`src/rtl/debounce_edge_counter_pkg.sv`:
```
// Shared definitions for the debounce / edge-counter block.
//   db_state_t      : debounce FSM state encoding
//   DEF_DB_CYCLES   : default number of identical samples to accept a change
//   DEF_CNT_W       : default width of the rising-edge event counter
package debounce_edge_counter_pkg;

    typedef enum logic [1:0] {
        S_LOW  = 2'd0,  // stable low
        P_HIGH = 2'd1,  // pending low->high, counting samples
        S_HIGH = 2'd2,  // stable high
        P_LOW  = 2'd3   // pending high->low, counting samples
    } db_state_t;

    localparam int DEF_DB_CYCLES = 4;
    localparam int DEF_CNT_W     = 8;

endpackage

```
`src/rtl/debounce_edge_counter_sat_counter.sv`:
```
// Saturating event counter with sticky overflow.
// Ports:
//   clk      : rising-edge clock
//   reset    : asynchronous active-low reset
//   inc      : count one event on this edge
//   clear    : synchronous clear; applied before inc on the same edge
//   count    : event count, holds at all-ones
//   overflow : sticky, set by an event arriving while count is all-ones
module sat_counter #(
    parameter int CNT_W = 8
) (
    input  logic             clk,
    input  logic             reset,
    input  logic             inc,
    input  logic             clear,
    output logic [CNT_W-1:0] count,
    output logic             overflow
);

    logic [CNT_W-1:0] count_q, count_d;
    logic             overflow_q, overflow_d;

    always_comb begin
        count_d    = count_q;
        overflow_d = overflow_q;
        if (clear) begin
            // Clear wins first; an event on the same edge then counts from zero.
            count_d    = inc ? CNT_W'(1) : '0;
            overflow_d = 1'b0;
        end else if (inc) begin
            if (&count_q) begin
                overflow_d = 1'b1;
            end else begin
                count_d = count_q + CNT_W'(1);
            end
        end
    end

    always_ff @(posedge clk or negedge reset) begin
        if (!reset) begin
            count_q    <= '0;
            overflow_q <= 1'b0;
        end else begin
            count_q    <= count_d;
            overflow_q <= overflow_d;
        end
    end

    assign count    = count_q;
    assign overflow = overflow_q;

endmodule

```
`src/rtl/debounce_edge_counter.sv`:
```
// Debounces a synchronized input, emits a clean level with one-cycle
// rise/fall pulses, and counts debounced rising edges.
// Ports:
//   clk        : rising-edge clock (same domain as upstream synchronizer)
//   reset      : asynchronous active-low reset
//   din        : synchronized input
//   clear      : synchronous clear of count and overflow
//   level      : debounced level
//   rise_pulse : one-cycle pulse on an accepted 0->1 change
//   fall_pulse : one-cycle pulse on an accepted 1->0 change
//   count      : saturating count of accepted rising edges
//   overflow   : sticky, a rise arrived while count was all-ones
//   state_dbg  : current debounce FSM state
module debounce_edge_counter
    import debounce_edge_counter_pkg::*;
#(
    parameter int DB_CYCLES = DEF_DB_CYCLES,
    parameter int CNT_W     = DEF_CNT_W
) (
    input  logic             clk,
    input  logic             reset,
    input  logic             din,
    input  logic             clear,
    output logic             level,
    output logic             rise_pulse,
    output logic             fall_pulse,
    output logic [CNT_W-1:0] count,
    output logic             overflow,
    output logic [1:0]       state_dbg
);

    localparam int TW = $clog2(DB_CYCLES + 1);
    localparam logic [TW-1:0] T_ONE  = TW'(1);
    // The sample that completes the run arrives while timer holds DB_CYCLES-1.
    localparam logic [TW-1:0] T_LAST = TW'(DB_CYCLES - 1);

    db_state_t     state_q, state_d;
    logic [TW-1:0] timer_q, timer_d;
    logic          level_q, level_d;
    logic          rise_q, rise_d;
    logic          fall_q, fall_d;

    always_comb begin
        state_d = state_q;
        timer_d = timer_q;
        level_d = level_q;
        rise_d  = 1'b0;
        fall_d  = 1'b0;
        case (state_q)
            S_LOW: begin
                timer_d = '0;
                if (din) begin
                    if (DB_CYCLES == 1) begin
                        state_d = S_HIGH;
                        level_d = 1'b1;
                        rise_d  = 1'b1;
                    end else begin
                        state_d = P_HIGH;
                        timer_d = T_ONE;
                    end
                end
            end
            P_HIGH: begin
                if (!din) begin
                    state_d = S_LOW;
                    timer_d = '0;
                end else if (timer_q == T_LAST) begin
                    state_d = S_HIGH;
                    timer_d = '0;
                    level_d = 1'b1;
                    rise_d  = 1'b1;
                end else begin
                    timer_d = timer_q + T_ONE;
                end
            end
            S_HIGH: begin
                timer_d = '0;
                if (!din) begin
                    if (DB_CYCLES == 1) begin
                        state_d = S_LOW;
                        level_d = 1'b0;
                        fall_d  = 1'b1;
                    end else begin
                        state_d = P_LOW;
                        timer_d = T_ONE;
                    end
                end
            end
            P_LOW: begin
                if (din) begin
                    state_d = S_HIGH;
                    timer_d = '0;
                end else if (timer_q == T_LAST) begin
                    state_d = S_LOW;
                    timer_d = '0;
                    level_d = 1'b0;
                    fall_d  = 1'b1;
                end else begin
                    timer_d = timer_q + T_ONE;
                end
            end
            default: begin
                state_d = S_LOW;
                timer_d = '0;
            end
        endcase
    end

    always_ff @(posedge clk or negedge reset) begin
        if (!reset) begin
            state_q <= S_LOW;
            timer_q <= '0;
            level_q <= 1'b0;
            rise_q  <= 1'b0;
            fall_q  <= 1'b0;
        end else begin
            state_q <= state_d;
            timer_q <= timer_d;
            level_q <= level_d;
            rise_q  <= rise_d;
            fall_q  <= fall_d;
        end
    end

    // rise_d drives the counter so count moves on the same edge as rise_pulse.
    sat_counter #(
        .CNT_W (CNT_W)
    ) u_sat_counter (
        .clk      (clk),
        .reset    (reset),
        .inc      (rise_d),
        .clear    (clear),
        .count    (count),
        .overflow (overflow)
    );

    assign level      = level_q;
    assign rise_pulse = rise_q;
    assign fall_pulse = fall_q;
    assign state_dbg  = state_q;

endmodule

```
`config.mk`:
```
export PLATFORM = sky130hd
export DESIGN_NAME = debounce_edge_counter
export DESIGN_NICKNAME = d
export VERILOG_FILES = /design/src/rtl/debounce_edge_counter_pkg.sv /design/src/rtl/debounce_edge_counter_sat_counter.sv /design/src/rtl/debounce_edge_counter.sv
export SDC_FILE = /design/constraint.sdc
export NUM_CORES = 1
export LEC_CHECK = 0
export CORE_MARGIN = 8
export CORE_UTILIZATION = 50
export DETAILED_ROUTE_END_ITERATION = 8
export PLACE_DENSITY = 0.78
export SYNTH_ARGS = -nofsm -noshare
export SYNTH_HDL_FRONTEND = slang
export SYNTH_SLANG_ARGS = --single-unit
```
`constraint.sdc`:
```
create_clock -name clk -period 2.38 [get_ports clk]
set_clock_uncertainty 0.05 [all_clocks]
set_input_delay 0.238 -clock clk [delete_from_list [all_inputs] [get_ports clk]]
set_output_delay 0.238 -clock clk [all_outputs]
set_load 0.05 [all_outputs]
```
Word-level counts from Yosys, hierarchy flattened
Cells that the tools add are included.
{"block": "word_totals", "output_inout_bits": 14, "reg_bits": 17, "inputBits": 4, "wordCells": 61}
{"block": "op_classes", "n_mux": 30, "eq_ne": 13, "add_sub_neg": 2, "n_reduce_logical": 9}
{"cell": "8-bit 2-to-1 mux", "count": 3}
{"cell": "1-bit 2-to-1 mux", "count": 15}
{"cell": "2-bit != test, second input constant", "count": 7}
{"cell": "2-bit 2-to-1 mux", "count": 6}
{"cell": "3-bit case mux with 4 select lines", "count": 1}
{"cell": "3-bit 2-to-1 mux", "count": 3}
{"cell": "8-bit by 1-bit adder with 8-bit output, second input constant", "count": 1}
{"cell": "2-bit case mux with 4 select lines", "count": 1}
{"cell": "8-bit AND reduction", "count": 1}
{"cell": "3-bit != test, second input constant", "count": 2}
{"cell": "2-bit nonzero test", "count": 3}
{"cell": "5-bit AND reduction", "count": 1}
{"cell": "2-bit == test, second input constant", "count": 2}
{"cell": "2-bit AND reduction", "count": 2}
{"cell": "4-bit AND reduction", "count": 1}
{"cell": "3-bit by 1-bit adder with 3-bit output, second input constant", "count": 1}
{"cell": "3-bit by 2-bit == test with 1-bit output, second input constant", "count": 1}
{"cell": "2-bit by 1-bit == test with 1-bit output, second input constant", "count": 1}
{"cell": "2-bit zero test", "count": 1}
{"cell": "1-bit case mux with 2 select lines", "count": 1}

Depth between registers and ports, before layout
Gate-level depths: netlist of the first run.
{"block": "logic_depth", "ltp_word": 6, "ltp_mapped": 5}

By module
Synthesis of the first run repeated with hierarchy kept, for this count alone.
{"block": "unflattened", "cells_unflattened": 73, "hier_area_um2": 838.3}
{"module": "sat_counter", "cells_each": 49, "seq_area_each_um2": 225.2, "n_inst": 1, "area_each_um2": 510.5}
{"module": "debounce_edge_counter", "cells_each": 24, "seq_area_each_um2": 200.2, "n_inst": 1, "area_each_um2": 327.8}

Worst setup path after synthesis of the first run
Ideal clock, no wire load.
{"block": "synth_path", "path_type": "register to register", "from": "register u_sat_counter.count_q[1], in the netlist u_sat_counter.count[1]", "to": "register u_sat_counter.count_q[4], in the netlist u_sat_counter.count[4]", "path_stages_with_launch": 6, "path_slack_ns": 0.539, "period_less_slack_ns": 1.841, "path_buffers": 0, "required_ns": 2.199, "arrival_ns": 1.660, "setup_time_ns": 0.131, "cell_sequence": "dfrtp_1 > ha_1 > nand3_1 > a2111oi_4 > xnor2_1 > nor2_1"}
{"block": "synth_via", "elab_chain_cells": 4}
{"element": "from (decl)", "line_no": "debounce_edge_counter_sat_counter.sv:20", "source": "logic [CNT_W-1:0] count_q, count_d;"}
{"element": "from (signal assigned)", "line_no": "debounce_edge_counter_sat_counter.sv:44", "source": "count_q <= count_d;"}
{"element": "8-bit by 1-bit adder with 8-bit output", "line_no": "debounce_edge_counter_sat_counter.sv:34", "source": "count_d = count_q + CNT_W'(1);"}
{"element": "8-bit 2-to-1 mux", "line_no": "debounce_edge_counter_sat_counter.sv:31", "source": "if (&count_q) begin"}
{"element": "8-bit 2-to-1 mux", "line_no": "debounce_edge_counter_sat_counter.sv:30", "source": "end else if (inc) begin"}
{"element": "8-bit 2-to-1 mux", "line_no": "debounce_edge_counter_sat_counter.sv:26", "source": "if (clear) begin"}
Several ways; a longest one is shown, not always the timed one. The select of a mux whose other input is x is not followed.
A chain may end at the register's enable or synchronous reset.

Final worst setup path of the first run
{"block": "layout_path", "from": "register u_sat_counter.count_q[7], in the netlist u_sat_counter.count[7]", "to": "output count[7]"}
{"element": "to (decl)", "line_no": "debounce_edge_counter.sv:27", "source": "output logic [CNT_W-1:0] count,"}
No word-level cell between the ends.

==> results.toml, run 1 <==
[logic_synthesis]
synth.area.mux_share_pct = 2.48
synth_cell_types = 35
yosys.area.top_type_share_pct = 49.6
synth-main-ff-cell = "dfrtp_1"
post-synth-top-count-cell = "dfrtp_1"
synth-seq-cells = 17
synth_compound_area_share_pct = 14.2
syn-num-nets = 86
synth_fa_ha_area_share_pct = 2.92
synth_top_family_by_area = "simple AND/OR/NAND/NOR gates"
syn_area_um2 = 857
netlist_top_cells_area = "dfrtp_1, a21oi_1, a2111oi_4"
yosysWarnings = 0
postSynthCellCount = 80
synth_edf_count = 0
synthesis.area_per_instance_um2 = 10.7
synth-simple-area-share_pct = 26.1
synthTopCellsByCount = "dfrtp_1, a21oi_1, nand2_1, nor2_1, o21ai_0"
synthArstFlopShare_pct = 100
synthXorXnorAreaFrac_pct = 2.04
seq_area_frac_synth_pct = 49.6
yosys.area.top_type = "dfrtp_1"

[grt]
grt_max_degree = 18
grt_usage_pct = 11.6
grt_pass1_vias = 686
grt_pass1_wl_um = 3040
antenna_found_initial = 0
grt_overflow = 0

[clock_tree]
cts_setup_buffers = 0
clock_sink_count = 17
clk_pin_slew_ns = 0.10
postCtsResizedCells = 0
htreeDepth = 1
cts-hold-fix-buffers = 0
cts_tree = "done"
numCtsBuffers = 3
cts_buffer_depth = 2
cts_root_buf = "clkbuf_4"
insertion_delay_ns = 0.29

[sta]
timing_hold_violations_final = 0
setup_viol = 0
drv_slew = 0
relSlewSlack_pct = 49.5
period_minus_slack_ns = 1.97
max_freq_ghz = 0.507
worstMarginPinSlew_ns = 0.755
post-route-period-util_pct = 82.9
tns_ns = 0
rsz0062_at_grt = "false"

[power_and_ir_drop]
powerDensity_nw_per_um2 = 711
p_leak_uw = 0.000441
finalPower_uw = 754
peakVddDrop_v = 0.000698

[critical_path]
path_cells = "clkdlybuf4s50_1"
worstPathArrival_ns = 1.69
startpoint_type = "flip-flop"
regToRegSetupSlack_ns = 0.65
path_class = "reg2out"
critPathRequiredTime_ns = 2.09
critical_path_buf_inv_count = 1
reg2reg_from = "timer_q[0]"
path_delay_family = "buffers and inverters"
worstSetupEndpointType = "output port"
cpPeakStageDelay_ns = 0.87
crit_path_top_delay_cell = "clkdlybuf4s50_1"
r2r-end = "u_sat_counter.count[5]"
reg2reg_depth = 5
path_max_fanout = 9

[cells_and_area]
fill_cells = 141
area_delta_synth_final_pct = 23.8
finalInstanceArea_um2 = 1060
drive_above_1_share_pct = 11.1
postLayoutCoreUtil_pct = 63.5
nets = 106
stdcell_count = 116
antenna_cells = 0

[placement]
port_buffers = 17
placed_area_um2 = 1030
placed_cells = 112
gp_congestion = 0.733

[die]
die_x_um = 57.4
dieArea_um2 = 3290
row_count = 15
io_pins = 18
core_area_um2 = 1670
start_util_pct = 51.3
die_h_um = 57.4

[detailed_routing]
routed_wl_um = 1720
first_pass_iters = 4
drt-initial-drc-count = 11
routed_via_density = 5.96
drcViolationCount = 0
vias = 691
ant_nets = 0
route.detailed.wl_per_inst_um = 14.9

[hold_path]
hold_class = "in2async"

[flow_run]
maxCapViolCount = 0

[outcome]
outcome = "finished clean"
## power breakdown
group	internal [uW]	switching [uW]	leakage, uW
Clock	62.4	89.6	0.0000177
Combinational	85.4	155	0.000197
Sequential	326	36.1	0.000226
## logic make-up after synthesis
family / Yosys count
XOR/XNOR: 2
AND/OR/NAND/NOR: 36
flip-flops: 17
AO/OA/AOI/OAI: 17
multiplexers: 2
adder cells (fa/ha/maj): 2
buffers and inverters: 4
## sequential cells by signal, indices dropped and copies added (netlist names), named ones only
signal                  count
timer_q                     3
rise_pulse                  1
level                       1
state_dbg                   1
fall_pulse                  1
u_sat_counter.overflow      1
u_sat_counter.count         8
## cell usage in the layout, fill, tap and decap left out, types with 2 or more instances in the layout
master           count
a211oi_1             2
a21oi_1              6
and3_1               2
and4_1               2
clkbuf_4             3
clkdlybuf4s50_1     17
dfrtp_1             17
ha_1                 2
inv_1                2
nand2_1              5
nand3_1              3
nand4_1              2
nor2_1               5
nor3_1               4
nor3b_1              2
o21ai_0              5
## per-stage QoR
step / setup WS [ns] / hold WS (ns)
3_5_place_dp: 0.501 / 0.407
6_report: 0.407 / 0.335
5_1_grt: 0.334 / 0.421
2_1_floorplan: 0.539 / -0.108
4_1_cts: 0.379 / 0.380
3_3_place_gp: 0.541 / 0.406
## metal layers
metal  global-route usage [%]  wire [um]  vias up
li1                         -          -      336
met1                     13.8        788      331
met2                     18.2        826       20
met3                     2.91         89        4
met4                     7.14         18        0
met5                        0          0        -
## layout make-up
class / count / area (um2) / share of cell area, %
well taps: 17 / 21.3 / 2.00
clock inverters: 1 / 5.00 / 0.472
clock buffers: 3 / 22.5 / 2.12
inverters: 2 / 7.51 / 0.708
multi-input cells: 59 / 409 / 38.6
repair buffers: 17 / 170 / 16.0
flip-flops and latches: 17 / 425 / 40.1
## worst max path at each step
stage                                start                     end  slack (ns)  cells past startpoint
global placement                       din  u_sat_counter.count[5]        0.54                      5
floorplan           u_sat_counter.count[1]  u_sat_counter.count[4]        0.54                      5
global route        u_sat_counter.count[7]                count[7]        0.33                      1
CTS                 u_sat_counter.count[7]                count[7]        0.38                      1
finish              u_sat_counter.count[7]                count[7]        0.41                      1
detailed placement                     din  u_sat_counter.count[5]        0.50                      5
Power figures use the tool's default switching activity.
==> run 2, diff against run 1 <==
CORE_ASPECT_RATIO = 0.75   (was default)
CORE_UTILIZATION = 48   (was 50)
PLACE_DENSITY = 0.76   (was 0.78)
clock period = 1.9 ns   (was 2.38 ns; I/O delays follow)
==> run 2 against run 1 <==
Net effect:
- combinational power increased by 27%
- via count is 3.6% lower
- setup slack lost 0.31 ns
- register-to-register slack got worse by 0.50 ns
- first-iteration DRC count rose by 91%
- critical path type unchanged
- largest cell class unchanged
==> results.toml, run 2 (synthesis results as in run 1) <==
[clock_tree]
insertion_delay_ns = 0.29
clock_sink_count = 17
postCtsResizedCells = 0
numCtsBuffers = 3
cts_tree = "done"
cts-hold-fix-buffers = 0
clk_pin_slew_ns = 0.10
htreeDepth = 1
cts_root_buf = "clkbuf_4"
cts_setup_buffers = 0
cts_buffer_depth = 2

[critical_path]
crit_path_top_delay_cell = "clkdlybuf4s50_1"
reg2reg_from = "timer_q[0]"
r2r-end = "u_sat_counter.count[5]"
path_class = "reg2out"
worstPathArrival_ns = 1.56
critical_path_buf_inv_count = 1
cpPeakStageDelay_ns = 0.84
reg2reg_depth = 5
path_delay_family = "buffers and inverters"
critPathRequiredTime_ns = 1.66
path_max_fanout = 5
regToRegSetupSlack_ns = 0.15
startpoint_type = "flip-flop"
path_cells = "clkdlybuf4s50_1"
worstSetupEndpointType = "output port"

[detailed_routing]
route.detailed.wl_per_inst_um = 14.1
wl_met1_um = 909
vias = 666
ant_nets = 0
wl_met3_um = 110
highest_layer = "met4"
first_pass_iters = 4
routed_wl_um = 1740
drt-initial-drc-count = 21
route.met2.wl_um = 687
routed_via_density = 5.41
drcViolationCount = 0

[outcome]
outcome = "finished clean"

[cells_and_area]
area_delta_synth_final_pct = 26.6
regArea_um2 = 425
fill_cells = 140
layout_commonest_cell = "dfrtp_1"
multiInputGateArea_um2 = 409
final_cell_mix = "dfrtp_1, clkdlybuf4s50_1, a21oi_1"
largest_register_ffs = 8
nets = 108
finalInstanceArea_um2 = 1080
antenna_cells = 0
drive_above_1_share_pct = 13.9

[hold_path]
hold_class = "in2async"

[sta]
max_freq_ghz = 0.554
setup_viol = 0
worstMarginPinSlew_ns = 0.509
post-route-period-util_pct = 95.0
relSlewSlack_pct = 66.0
tns_ns = 0
drv_slew = 0
timing_hold_violations_final = 0
period_minus_slack_ns = 1.80
rsz0062_at_grt = "false"

[power_and_ir_drop]
p_leak_uw = 0.000480
powerDensity_nw_per_um2 = 874
peakVddDrop_v = 0.000570

[grt]
grt_max_degree = 18
antenna_found_initial = 0
grt_pass1_vias = 632
grt_pass1_wl_um = 2970
grt_overflow = 0
grt_usage_pct = 11.4

[placement]
placed_area_um2 = 1050
gp_congestion = 0.785
port_buffers = 17
hpwl_um = 1260

[flow_run]
maxCapViolCount = 0

[die]
row_count = 13
die_x_um = 64.8
start_util_pct = 50.2
io_pins = 18
core_area_um2 = 1710
die_h_um = 52.6
dieArea_um2 = 3410
-- run 2: changes by cell type in the layout (fill, tap and decap cells not counted), sizes merged --
| cell | delta |
|---|---|
| clkdlybuf4s50 | -3 |
| buf | +3 |
| dlymetal6s2s | +2 |
-- run 2: where the power goes --
part	leakage, uW	switching [uW]	total, uW	internal [uW]
clock network	0.0000177	111	189	78.4
logic	0.000237	196	305	109
registers	0.000226	46.3	454	408
-- run 2: how the worst max path moves through the flow --
stage          slack [ns]                endpoint                    from  cells after the start
5_1_grt              0.02  u_sat_counter.count[5]              timer_q[0]                      5
2_1_floorplan        0.06  u_sat_counter.count[4]  u_sat_counter.count[1]                      5
3_5_place_dp         0.15  u_sat_counter.count[5]                     din                      5
6_report              0.1                count[4]  u_sat_counter.count[4]                      1
3_3_place_gp         0.21  u_sat_counter.count[5]                     din                      5
4_1_cts              0.01            state_dbg[1]               flip-flop                      1
-- run 2: cell type report --
type / instances / share of cell area, %
Sequential cell: 17 / 39.2
Clock buffer: 3 / 2.08
Clock inverter: 1 / 0.461
Multi-Input combinational cell: 59 / 37.7
Inverter: 2 / 0.692
Timing Repair Buffer: 19 / 17.3
Tap cell: 22 / 2.54
-- run 2: per-layer routing --
layer	up-vias	GRT usage, %
met5	-	0
met2	13	16.8
met3	5	5.13
met4	0	5.42
met1	308	13.9
li1	340	-
-- run 2: stage by stage --
| stage | setup WS, ns | cells | power [uW] | hold WS, ns | utilization (%) |
|---|---|---|---|---|---|
| after detailed placement | 0.150 | 119 | 767 | 0.417 | 61.6 |
| after global routing | 0.0224 | 123 | 1010 | 0.158 | 63.5 |
| after CTS | 0.0131 | 123 | 968 | 0.145 | 63.2 |
| after global placement | 0.206 | 119 | 759 | 0.403 | 61.6 |
| after floorplan | 0.0591 | 80 | 660 | -0.156 | - |
| final | 0.0953 | 123 | 948 | 0.151 | 63.5 |
==> run 3, diff against run 2 <==
CORE_MARGIN = default   (was 8)
==> run 3 against run 2 <==
Net effect:
- power about the same
- core utilization increased by 5.1 points
- via count increased by 2.3%
- first-iteration DRC count is 62% lower
- clock power grew 4%
- sequential share of layout area is 0.14 points higher
- die area is 42% lower
- cell count fell by 0.81%
- global-route usage is 10 points higher
- setup slack got worse by 0.028 ns
- count of clock-buffer cells in the layout unchanged
==> results.toml, run 3 (synthesis results as in run 1) <==
[outcome]
outcome = "finished clean"

[critical_path]
path_delay_family = "buffers and inverters"
path_max_fanout = 7
startpoint_type = "flip-flop"
cpPeakStageDelay_ns = 0.84
critical_path_buf_inv_count = 1
crit_path_top_delay_cell = "clkdlybuf4s50_1"
worst-path-stages = 1
reg2reg_depth = 5
worstPathArrival_ns = 1.59
critPathRequiredTime_ns = 1.66
path_class = "reg2out"
path_cells = "clkdlybuf4s50_1"
worstSetupEndpointType = "output port"

[clock_tree]
clk_pin_slew_ns = 0.10
htreeDepth = 1
numCtsBuffers = 3
clock_sink_count = 17
cts_buffer_depth = 2
insertion_delay_ns = 0.30
cts_tree = "done"
cts_root_buf = "clkbuf_4"

[detailed_routing]
routed_wl_um = 1620
first_pass_iters = 4
drt-initial-drc-count = 8
route.detailed.wl_per_inst_um = 13.3
routed_via_density = 5.58
vias = 681
wl_met1_um = 804
wl_met3_um = 90
drcViolationCount = 0
ant_nets = 0
route.met2.wl_um = 713
highest_layer = "met4"

[cells_and_area]
nets = 108
antenna_cells = 0
regArea_um2 = 425
postLayoutCoreUtil_pct = 68.6
area_delta_synth_final_pct = 26.1
fill_cells = 123
final_cell_mix = "dfrtp_1, clkdlybuf4s50_1, a21oi_1"
multiInputGateArea_um2 = 409
layout_commonest_cell = "dfrtp_1"
drive_above_1_share_pct = 13.9
stdcell_count = 122
largest_register_ffs = 8

[sta]
setup_ws_ns = 0.0677
worstMarginPinSlew_ns = 0.506
post-route-period-util_pct = 96.4
drv_slew = 0
tns_ns = 0
relSlewSlack_pct = 66.2
timing_hold_violations_final = 0
period_minus_slack_ns = 1.83
max_freq_ghz = 0.546
setup_viol = 0
rsz0062_at_grt = "false"

[flow_run]
maxCapViolCount = 0

[power_and_ir_drop]
finalPower_uw = 947
p_leak_uw = 0.000471
powerDensity_nw_per_um2 = 876
peakVddDrop_v = 0.000571

[grt]
grt_usage_pct = 21.8
grt_pass1_wl_um = 2970
grt_max_degree = 18
antenna_found_initial = 0
grt_overflow = 0
grt_pass1_vias = 652

[placement]
hpwl_um = 1220
gp_congestion = 0.827
pre_cts_ws_ns = 0.154
port_buffers = 17
placed_cells = 118

[die]
row_count = 12
io_pins = 18
start_util_pct = 54.4
dieArea_um2 = 1960
die_h_um = 38.6
core_area_um2 = 1580
die_x_um = 50.8

[hold_path]
hold_class = "in2async"
-- run 3: repair_timing --
action                                  in CTS  in global routing
gates resized for setup                      0                  1
endpoints found under the setup margin       0                  1
setup buffers                                0                  0
hold buffers                                 0                  0
-- run 3: worst paths after layout --
check                           start                      to  slack [ns]
max in group asynchronous       reset  u_sat_counter.count[1]        1.47
setup / recovery            flip-flop            state_dbg[1]        0.07
hold / removal                  reset  u_sat_counter.overflow        0.14
hold reg to reg            timer_q[0]              timer_q[0]        0.43
setup reg to reg           timer_q[0]  u_sat_counter.count[5]        0.17
min in group clk           timer_q[0]              timer_q[0]        0.43
-- run 3: metrics by stage --
stage / hold WS [ns] / instance area, um2
2_1_floorplan: -0.156 / 857
3_3_place_gp: 0.406 / 1050
3_5_place_dp: 0.418 / 1050
4_1_cts: 0.148 / 1080
5_1_grt: 0.157 / 1080
6_report: 0.145 / 1080
-- run 3: area by class of cell --
| cell class | count | share of cell area, % |
|---|---|---|
| repair buffers | 19 | 17.1 |
| clock buffers | 3 | 2.08 |
| inverters | 2 | 0.694 |
| multi-input cells | 59 | 37.8 |
| clock inverters | 1 | 0.463 |
| well taps | 21 | 2.43 |
| flip-flops and latches | 17 | 39.4 |
-- run 3: layer usage --
layer  vias up  GRT usage, %
li1        337             -
met3         2          8.63
met2        18          34.0
met1       324          27.7
met4         0          7.64
met5         -             0
-- run 3: power by group --
part | internal (uW) | switching (uW)
registers | 408 | 42.6
logic | 110 | 191
clock network | 78.6 | 117
total | 596 | 351
-- run 3: worst reg2reg max path, stage by stage, from the launching register on --
cell,delay [ns]
dfrtp_1,0.36
ha_1,0.23
and3b_1,0.28
nand3_1,0.13
nor3_1,0.22
mux2_2,0.36
